`config.mk`:
```
export PLATFORM = sky130hd
export DESIGN_NAME = matmul_output_collector
export DESIGN_NICKNAME = d
export VERILOG_FILES = /design/src/rtl/matmul_pkg.sv /design/src/rtl/matmul_output_collector_col_accumulator.sv /design/src/rtl/matmul_output_collector.sv
export SDC_FILE = /design/constraint.sdc
export NUM_CORES = 2
export LEC_CHECK = 0
export ABC_AREA = 1
export BUFFER_PORTS_ARGS = -buffer_cell sky130_fd_sc_hd__buf_2
export CAP_MARGIN = 20
export CORE_MARGIN = 5
export CORE_UTILIZATION = 35
export CTS_CLUSTER_DIAMETER = 30
export CTS_CLUSTER_SIZE = 24
export DETAILED_ROUTE_END_ITERATION = 12
export SLEW_MARGIN = 0
export SYNTH_ARGS = -nofsm -noshare
export SYNTH_HDL_FRONTEND = slang
export SYNTH_HIERARCHICAL = 1
export SYNTH_SLANG_ARGS = --single-unit
```
`constraint.sdc`:
```
create_clock -name clk -period 7.96 [get_ports clk]
set_input_delay 1.592 -clock clk [delete_from_list [all_inputs] [get_ports clk]]
set_output_delay 1.592 -clock clk [all_outputs]
set_load 0.02 [all_outputs]
```
`src/rtl/matmul_pkg.sv`:
```
// Shared types and helpers for the matmul output collector.
// Width helpers keep the top and the column accumulators in agreement.
package matmul_pkg;

    typedef enum logic [1:0] {
        IDLE,
        ISSUE,
        WAIT_ACK,
        DONE
    } wb_state_t;

    function automatic int ceil_div(input int a, input int b);
        return (a + b - 1) / b;
    endfunction

    function automatic int idx_width(input int n);
        return (n > 1) ? $clog2(n) : 1;
    endfunction

    function automatic int cnt_width(input int rows);
        return $clog2(rows + 1);
    endfunction

    function automatic int acc_width(input int word, input int rows);
        return word + $clog2(rows) + 1;
    endfunction

    // Clamp to the signed w-bit range when en; caller truncates to w bits.
    function automatic logic signed [63:0] sat_word(
        input logic signed [63:0] v,
        input int unsigned        w,
        input bit                 en
    );
        logic signed [63:0] hi;
        logic signed [63:0] lo;
        hi = (64'sd1 <<< (w - 1)) - 64'sd1;
        lo = -(64'sd1 <<< (w - 1));
        if (en && v > hi) return hi;
        if (en && v < lo) return lo;
        return v;
    endfunction

endpackage

```
`src/rtl/matmul_output_collector_col_accumulator.sv`:
```
// One output column: capture toggle, row counter, per-row accumulators
// and a sticky overrun flag.
module col_accumulator
    import matmul_pkg::*;
#(
    parameter int ROWS      = 4,
    parameter int WORD_SIZE = 16,
    parameter int AW        = 19,
    parameter int RW        = 2
) (
    input  logic                 clk,
    input  logic                 rst,
    input  logic                 cap_en_i,
    input  logic                 valid_i,
    input  logic [WORD_SIZE-1:0] data_i,
    input  logic                 clr_cnt_i,
    input  logic                 clr_acc_i,
    input  logic [RW-1:0]        rd_row_i,
    output logic signed [AW-1:0] rd_data_o,
    output logic                 overrun_o
);

    localparam int CW = cnt_width(ROWS);

    logic                 tog_q;
    logic [CW-1:0]        cnt_q;
    logic signed [AW-1:0] acc_q [ROWS];
    logic                 ovr_q;

    logic                 sample;
    logic                 full;
    logic signed [AW-1:0] ext;

    // Each value is held two cycles upstream; take only the first.
    assign sample = valid_i && cap_en_i && !tog_q;
    assign full   = (cnt_q == CW'(ROWS));
    assign ext    = AW'($signed(data_i));

    always_ff @(posedge clk) begin
        if (rst) begin
            tog_q <= 1'b0;
            cnt_q <= '0;
            ovr_q <= 1'b0;
            for (int r = 0; r < ROWS; r++) begin
                acc_q[r] <= '0;
            end
        end else begin
            if (clr_cnt_i) begin
                tog_q <= 1'b0;
                cnt_q <= '0;
            end else begin
                if (!valid_i) begin
                    tog_q <= 1'b0;
                end else if (cap_en_i) begin
                    tog_q <= !tog_q;
                end
                if (sample && !full) begin
                    cnt_q <= cnt_q + CW'(1);
                end
            end
            if (sample && full) begin
                ovr_q <= 1'b1;
            end
            for (int r = 0; r < ROWS; r++) begin
                if (clr_acc_i) begin
                    acc_q[r] <= '0;
                end else if (sample && !full && cnt_q == CW'(r)) begin
                    acc_q[r] <= acc_q[r] + ext;
                end
            end
        end
    end

    always_comb begin
        rd_data_o = '0;
        for (int r = 0; r < ROWS; r++) begin
            if (rd_row_i == RW'(r)) begin
                rd_data_o = acc_q[r];
            end
        end
    end

    assign overrun_o = ovr_q;

endmodule

```
`src/rtl/matmul_output_collector.sv`:
```
// Collects SA and proxy column outputs, sums them per element and
// writes the finished tile to memory in port-width chunks.
module matmul_output_collector
    import matmul_pkg::*;
#(
    parameter int          ROWS           = 4,
    parameter int          COLS           = 4,
    parameter int          WORD_SIZE      = 16,
    parameter int          MEM_PORT_WIDTH = 64,
    parameter int unsigned BASE_ADDR      = 0,
    parameter int unsigned ADDR_INCR      = 8,
    parameter int          SATURATE       = 1
) (
    input  logic                      clk,
    input  logic                      rst,
    input  logic                      stall_i,
    input  logic                      start_i,
    input  logic                      acc_mode_i,
    input  logic [COLS*WORD_SIZE-1:0] sa_data_i,
    input  logic [COLS-1:0]           sa_valid_i,
    input  logic [COLS*WORD_SIZE-1:0] proxy_data_i,
    input  logic [COLS-1:0]           proxy_valid_i,
    output logic [31:0]               mem_addr_o,
    output logic [MEM_PORT_WIDTH-1:0] mem_data_o,
    output logic                      mem_wr_en_o,
    input  logic                      mem_wr_ack_i,
    output logic                      busy_o,
    output logic                      wr_output_done_o,
    output logic                      overrun_o
);

    localparam int AW     = acc_width(WORD_SIZE, ROWS);
    localparam int RW     = idx_width(ROWS);
    localparam int EPC    = MEM_PORT_WIDTH / WORD_SIZE;
    localparam int CHUNKS = ceil_div(COLS * WORD_SIZE, MEM_PORT_WIDTH);
    localparam int KW     = idx_width(CHUNKS);

    wb_state_t                 state_q;
    logic [RW-1:0]             row_q;
    logic [KW-1:0]             chunk_q;
    logic                      acc_mode_q;
    logic [31:0]               mem_addr_q;
    logic [MEM_PORT_WIDTH-1:0] mem_data_q;
    logic                      mem_wr_en_q;
    logic                      busy_q;
    logic                      done_q;

    logic                      cap_en;
    logic                      clr_cnt;
    logic                      clr_acc;
    logic                      last_row;
    logic                      last_chunk;
    logic [31:0]               addr_d;
    logic [MEM_PORT_WIDTH-1:0] data_d;

    logic signed [AW-1:0]      sa_rd  [COLS];
    logic signed [AW-1:0]      px_rd  [COLS];
    logic signed [AW:0]        sum    [COLS];
    logic [WORD_SIZE-1:0]      elem   [COLS];
    logic [COLS-1:0]           sa_ovr;
    logic [COLS-1:0]           px_ovr;

    assign cap_en  = (state_q == IDLE) && !stall_i;
    assign clr_cnt = (state_q == DONE);
    assign clr_acc = (state_q == DONE) && !acc_mode_q;

    for (genvar c = 0; c < COLS; c++) begin : g_col
        col_accumulator #(
            .ROWS      (ROWS),
            .WORD_SIZE (WORD_SIZE),
            .AW        (AW),
            .RW        (RW)
        ) u_sa (
            .clk       (clk),
            .rst       (rst),
            .cap_en_i  (cap_en),
            .valid_i   (sa_valid_i[c]),
            .data_i    (sa_data_i[c*WORD_SIZE +: WORD_SIZE]),
            .clr_cnt_i (clr_cnt),
            .clr_acc_i (clr_acc),
            .rd_row_i  (row_q),
            .rd_data_o (sa_rd[c]),
            .overrun_o (sa_ovr[c])
        );

        col_accumulator #(
            .ROWS      (ROWS),
            .WORD_SIZE (WORD_SIZE),
            .AW        (AW),
            .RW        (RW)
        ) u_px (
            .clk       (clk),
            .rst       (rst),
            .cap_en_i  (cap_en),
            .valid_i   (proxy_valid_i[c]),
            .data_i    (proxy_data_i[c*WORD_SIZE +: WORD_SIZE]),
            .clr_cnt_i (clr_cnt),
            .clr_acc_i (clr_acc),
            .rd_row_i  (row_q),
            .rd_data_o (px_rd[c]),
            .overrun_o (px_ovr[c])
        );

        // One extra bit so the SA + proxy sum never wraps before clamping.
        assign sum[c] = {sa_rd[c][AW-1], sa_rd[c]}
                      + {px_rd[c][AW-1], px_rd[c]};
        assign elem[c] = WORD_SIZE'(sat_word(64'(sum[c]), WORD_SIZE,
                                             SATURATE != 0));
    end

    assign last_row   = (row_q == RW'(ROWS - 1));
    assign last_chunk = (chunk_q == KW'(CHUNKS - 1));

    assign addr_d = 32'(BASE_ADDR
                  + (32'(row_q) * CHUNKS + 32'(chunk_q)) * ADDR_INCR);

    always_comb begin
        data_d = '0;
        for (int e = 0; e < EPC; e++) begin
            for (int c = 0; c < COLS; c++) begin
                if (int'(chunk_q) * EPC + e == c) begin
                    data_d[e*WORD_SIZE +: WORD_SIZE] = elem[c];
                end
            end
        end
    end

    always_ff @(posedge clk) begin
        if (rst) begin
            state_q     <= IDLE;
            row_q       <= '0;
            chunk_q     <= '0;
            acc_mode_q  <= 1'b0;
            mem_addr_q  <= '0;
            mem_data_q  <= '0;
            mem_wr_en_q <= 1'b0;
            busy_q      <= 1'b0;
            done_q      <= 1'b0;
        end else begin
            done_q <= 1'b0;
            unique case (state_q)
                IDLE: begin
                    if (start_i) begin
                        acc_mode_q <= acc_mode_i;
                        row_q      <= '0;
                        chunk_q    <= '0;
                        busy_q     <= 1'b1;
                        state_q    <= ISSUE;
                    end
                end
                ISSUE: begin
                    mem_addr_q  <= addr_d;
                    mem_data_q  <= data_d;
                    mem_wr_en_q <= 1'b1;
                    state_q     <= WAIT_ACK;
                end
                WAIT_ACK: begin
                    if (mem_wr_ack_i) begin
                        mem_wr_en_q <= 1'b0;
                        if (last_row && last_chunk) begin
                            done_q  <= 1'b1;
                            state_q <= DONE;
                        end else begin
                            if (last_chunk) begin
                                chunk_q <= '0;
                                row_q   <= row_q + RW'(1);
                            end else begin
                                chunk_q <= chunk_q + KW'(1);
                            end
                            state_q <= ISSUE;
                        end
                    end
                end
                DONE: begin
                    busy_q  <= 1'b0;
                    state_q <= IDLE;
                end
            endcase
        end
    end

    assign mem_addr_o       = mem_addr_q;
    assign mem_data_o       = mem_data_q;
    assign mem_wr_en_o      = mem_wr_en_q;
    assign busy_o           = busy_q;
    assign wr_output_done_o = done_q;
    assign overrun_o        = |{sa_ovr, px_ovr};

endmodule

```
* Yosys cells after proc, flatten, opt, wreduce, memory -nomap -nowiden
Memory sizes are Yosys's and may differ from the RTL's. Index checks and enable logic that the tools add are counted.
Storage, ports and cells: register bits after elaboration 142, bits in latches 0, RAM bits 608, memory bits (read-only) 0, input bits 142, output and inout port bits 100, word-level logic and storage cells 633, memories kept 8
Cells by class: add/sub/neg operators 50, $mul 0, divide/modulo/power cells 0, magnitude comparators 8, equality and inequality tests 51, shifts and indexed selects 0, mux-type cells 289, bitwise logic cells 75, reduce and logical (&&, ||, !) cells 119
Memories:
- g_col[0].u_px.acc_q | depth 4, width 19, read ports 4, clocked after Yosys merged registers in 0, write ports 4, RTL line matmul_output_collector_col_accumulator.sv:27 | logic signed [AW-1:0] acc_q [ROWS];
- g_col[0].u_sa.acc_q | depth 4, width 19, read ports 4, clocked after Yosys merged registers in 0, write ports 4, RTL line matmul_output_collector_col_accumulator.sv:27
- g_col[1].u_px.acc_q | depth 4, width 19, read ports 4, clocked after Yosys merged registers in 0, write ports 4, RTL line matmul_output_collector_col_accumulator.sv:27
- g_col[1].u_sa.acc_q | depth 4, width 19, read ports 4, clocked after Yosys merged registers in 0, write ports 4, RTL line matmul_output_collector_col_accumulator.sv:27
- g_col[2].u_px.acc_q | depth 4, width 19, read ports 4, clocked after Yosys merged registers in 0, write ports 4, RTL line matmul_output_collector_col_accumulator.sv:27
- g_col[2].u_sa.acc_q | depth 4, width 19, read ports 4, clocked after Yosys merged registers in 0, write ports 4, RTL line matmul_output_collector_col_accumulator.sv:27
- 2 more memories
Operators with widths (number):
- two-way mux 19 bit | 96
- adder 19 x 16 -> 19 bit | 32
- two-way mux 16 bit | 29
- two-way mux 1 bit | 152
- zero test 32 bit | 4
- == test 32 x 2 -> 1 bit (second input constant) | 3
- == test 32 x 3 -> 1 bit (second input constant) | 3
- adder 19 x 19 -> 20 bit | 4
- > comparator 20 x 16 -> 1 bit (second input constant) | 4
- < comparator 20 x 16 -> 1 bit (second input constant) | 4
- logical AND 1 bit | 67
- OR 1 bit | 64
- == test 3 x 2 -> 1 bit (second input constant) | 16
- OR reduction 3 bit | 9
- adder 3 x 1 -> 3 bit (second input constant) | 8
- == test 3 x 1 -> 1 bit (second input constant) | 8
- == test 3 bit (second input constant) | 8
- zero test 3 bit | 8
- zero test 1 bit | 18
- two-way mux 2 bit | 7
- == test 4 x 2 -> 1 bit (second input constant) | 3
- NOT 1 bit | 11
- adder 3 x 2 -> 4 bit (second input constant) | 2
- == test 2 bit (second input constant) | 4
- 16 further kinds | 28

* Logic depth before layout (Yosys ltp)
depth after elaboration 15, depth in mapped cells 22, gate-level depth less buffers 21

* By module
The synthesis kept the hierarchy.
Modules (own cells, without submodules):
- col_accumulator at g_col[1].u_px ... | times used 3, cells an instance 1070, area each 7533.5 µm², sequential area each 2382.3 µm²
- matmul_output_collector | times used 1, cells an instance 1194, area each 7762.4 µm², sequential area each 1481.4 µm²
- col_accumulator at g_col[3].u_px | times used 1, cells an instance 1121, area each 7624.8 µm², sequential area each 2382.3 µm²
- col_accumulator at g_col[2].u_sa | times used 1, cells an instance 1122, area each 7606.0 µm², sequential area each 2382.3 µm²
- col_accumulator at g_col[0].u_px | times used 1, cells an instance 1119, area each 7603.5 µm², sequential area each 2382.3 µm²
- col_accumulator at g_col[0].u_sa | times used 1, cells an instance 1113, area each 7603.5 µm², sequential area each 2382.3 µm²
- col_accumulator at g_col[3].u_sa | times used 1, cells an instance 1054, area each 7490.9 µm², sequential area each 2382.3 µm²

* Worst setup path after synthesis
No wires, ideal clock.
path kind input-to-reg, start point input stall_i, end point memory g_col[3].u_px.acc_q[2][0] (enable), setup time 0.376 ns, arrival time 4.234 ns, required time 7.584 ns, path slack 3.351 ns, stages on the path 7, path buffers 0, cells stage by stage nor3_1 > nand2_1 > nor2_4 > nand2_4 > nor2_4 > inv_2 > nand2_1
RTL lines:
- from (decl) | RTL line matmul_output_collector.sv:16 | input logic stall_i,
- to (decl) | RTL line matmul_output_collector_col_accumulator.sv:27

==> metrics.txt <==
outcome=finished clean; yosys synthesis warning count=6; FF+latch count, synth=722; first-pass iteration count of the detailed router=8; Final Critical Period=4.79 ns; met1 wire length=104 mm; Top cell by count, worst path=nand2_1; CTS tree=done; CP Class=reg -> reg; worst hold stages=2; RSZ-0062 raised after global routing=false; r2r worst-path depth=17; Max Cap Viol=0; setup TNS=0 ns; antenna-violating nets left=0; initial antenna violation count=41; Syn Inst Count=9933; Worst-Skew Late Latency=0.86 ns; Slew @ Worst Pin=1.05 ns; Leakage Power=38.3 nW; dpl cells=12577; pin count of the biggest net entering global routing=134; Power Density=220 nW/um^2; Peak Freq=209 MHz; Finished Cell Area=80100 um^2; Area contributors post-synth=edfxtp_1 27%, nand2_1 16%, ha_1 13%; Hold Path Class=reg -> reg; DR vias/cell=5.22; Peak VDD IR=196 uV; Internal Pwr Total=12.1 mW; global-route usage over all layers=22.6%; Post-synth ARST share=0%; slowest stage delay, CP=0.63 ns; clk sinks=722; post-CTS sizing=0; Flop pwr share=26.0%; Post-synth EDFFs=608; Chip Width=452 um; Post-route DRC=0; met2 WL=110 mm; layout cells sized above 1=9.48%; Avg WL per Cell=18.4 um; GR Overflow Total=0; initial DRC count=5546; post-synth top area share=26.7%; Critical-path top delay cell=nor2_2; initial core utilization=35.1%; Top Layer Used=met5; first-pass GRT wire length=365 mm; critical path, cell by cell=buf_4 -> inv_1 -> nor2_2 -> a221oi_1 -> o21ai_0 -> inv_1 -> fa_1 -> o21bai_2 -> nand2_1 -> nand2_1 -> nand2_1 -> nand3_1 -> nand2_1 -> nor2_1 -> nand2_1 -> a21oi_4 -> a21oi_1; Clock Power Share=53.9%; H-tree depth=4; startpoint type of the worst setup path=flop; wire length on met3=15.9 mm; worst endpoint required time=8.63 ns; Clock Path Buffers=3; io pins=242; Final nets=11146; syn_area_per_cell=6.88 um^2; port bufs=211; CP Capture Type=flop; Fin. Hold Viols=0; count of final max-slew check failures=0; post-route clock period utilization=60.1%; final core utilization=41.1%; DR vias=68220; CTS Hold Buffers Added=0; Max Clock Skew=0.0510 ns; CTS Buf Count=238; Post-CTS Setup Bufs=0; Max transition margin=29.9%; ys flop type=edfxtp_1; die area=204000 um^2; Routed WL=241 mm; row count=162; post-synthesis sequential area ratio=30.1%; CORE AREA=195000 um^2; Synth Cell Area=68300 um^2; Final Wtd Congestion=0.977; vias in the first global route=64096; largest area contributor in the synthesized netlist=edfxtp_1; Final HPWL DP=190 mm; Psw=5.56 mW; # setup viols final=0; Final Instance Count excl. Fillers=13057; worst-path maximum fanout=19; Root Buffer=clkbuf_16; post-synth cell types=56; Reg clk slew, reported paths=0.04 ns; placed instance area=71800 um^2; Die Ht=452 um; sw frac=31.6%; Area Overhead vs Synth=17.2%; Combinational Power Share=20.0%; crit path DAT=5.45 ns
cells in the mapped netlist (67+ instances only):
master       n
nand2_1   2964
inv_1     1169
nor2_1    1128
a21oi_1   1074
ha_1       693
nand3_1    671
edfxtp_1   608
o21ai_0    384
dfxtp_1    114
nand4_1    113
a21oi_2     68
nor3_1      67
state kept, by name, summed over array words and instances, names as in the netlist:
register              flops
acc_mode_q                1
busy_o                    1
g_col.u_px/acc_q        304
g_col.u_px/cnt_q         12
g_col.u_px/overrun_o      4
g_col.u_px/tog_q          4
g_col.u_sa/acc_q        304
g_col.u_sa/cnt_q         12
g_col.u_sa/overrun_o      4
g_col.u_sa/tog_q          4
mem_addr_o                2
mem_data_o               64
mem_wr_en_o               1
row_q                     2
state_q                   2
wr_output_done_o          1
cell usage in the layout (no fill, tap or decap), types with 54 or more instances in the layout:
cell	count
nand2_1	2964
inv_1	1168
nor2_1	1127
a21oi_1	1074
ha_1	693
nand3_1	671
edfxtp_1	608
o21ai_0	384
clkbuf_16	251
buf_2	211
nand4_1	113
dfxtp_1	112
clkinv_2	85
a21oi_2	68
nor3_1	66
nand2_2	59
o21a_1	57
a221oi_1	54
metrics by stage:
stage                     worst slack, ns  power [mW]  hold WS, ns
final                                3.17        17.6        0.466
after global placement               3.37        8.09        0.456
after floorplan                      3.35        7.08        0.437
after detailed placement             3.30        8.12        0.454
after CTS                            3.26        17.7        0.465
after global routing                 2.93        18.5        0.495
path summary, 6_finish.rpt:
check / slack, ns / start / to
worst min-delay path: 0.47 / mem_wr_en_o / mem_wr_en_o
worst min register to register: 0.47 / mem_wr_en_o / mem_wr_en_o
worst max-delay path: 3.17 / row_q[1] / mem_data_o[50]
worst max register to register: 3.17 / row_q[1] / mem_data_o[50]
power groups by stage:
| stage | Clock, mW | Sequential, mW | Combinational (mW) |
|---|---|---|---|
| after CTS | 9.67 | 4.58 | 3.50 |
| after detailed placement | 0 | 4.64 | 3.47 |
| final | 9.50 | 4.59 | 3.53 |
| after floorplan | 0 | 4.53 | 2.55 |
| after global routing | 9.90 | 4.60 | 3.96 |
| after global placement | 0 | 4.65 | 3.45 |
cell type report:
class	count	area [um^2]
Antenna cell	26	65.1
Clock buffer	299	6560
Clock inverter	155	1690
Fill cell	20092	115000
Inverter	1240	4710
Multi-Input combinational cell	7855	42200
Sequential cell	722	20500
Tap cell	2542	3180
Timing Repair Buffer	218	1130
metal layers:
metal / vias to the layer above / track usage (%)
met5: - / 0
met4: 2 / 10.2
met3: 523 / 3.50
met2: 2282 / 37.3
met1: 31445 / 29.3
li1: 33968 / -
critical path: cells and delay by family (launching register included):
family,cells,cell delay [ns]
compound gates,5,1.29
flops,1,0.54
buf+inv,3,0.99
fa+ha+maj,1,0.52
simple gates,8,1.25
kinds of logic (layout without fill, tap and decap cells):
logic type	Yosys count	after routing	synth area share, %
xor gates and xnor gates	94	94	1.21
buffers and inverters	1385	1912	8.33
DFF	722	722	30.1
adders and majority gates	729	729	13.8
other	1	56	0.00549
and+or+nand+nor	5243	5243	32.5
AOI/OAI and AO/OA	1759	1759	14.1
Power figures use the tool's default switching activity.
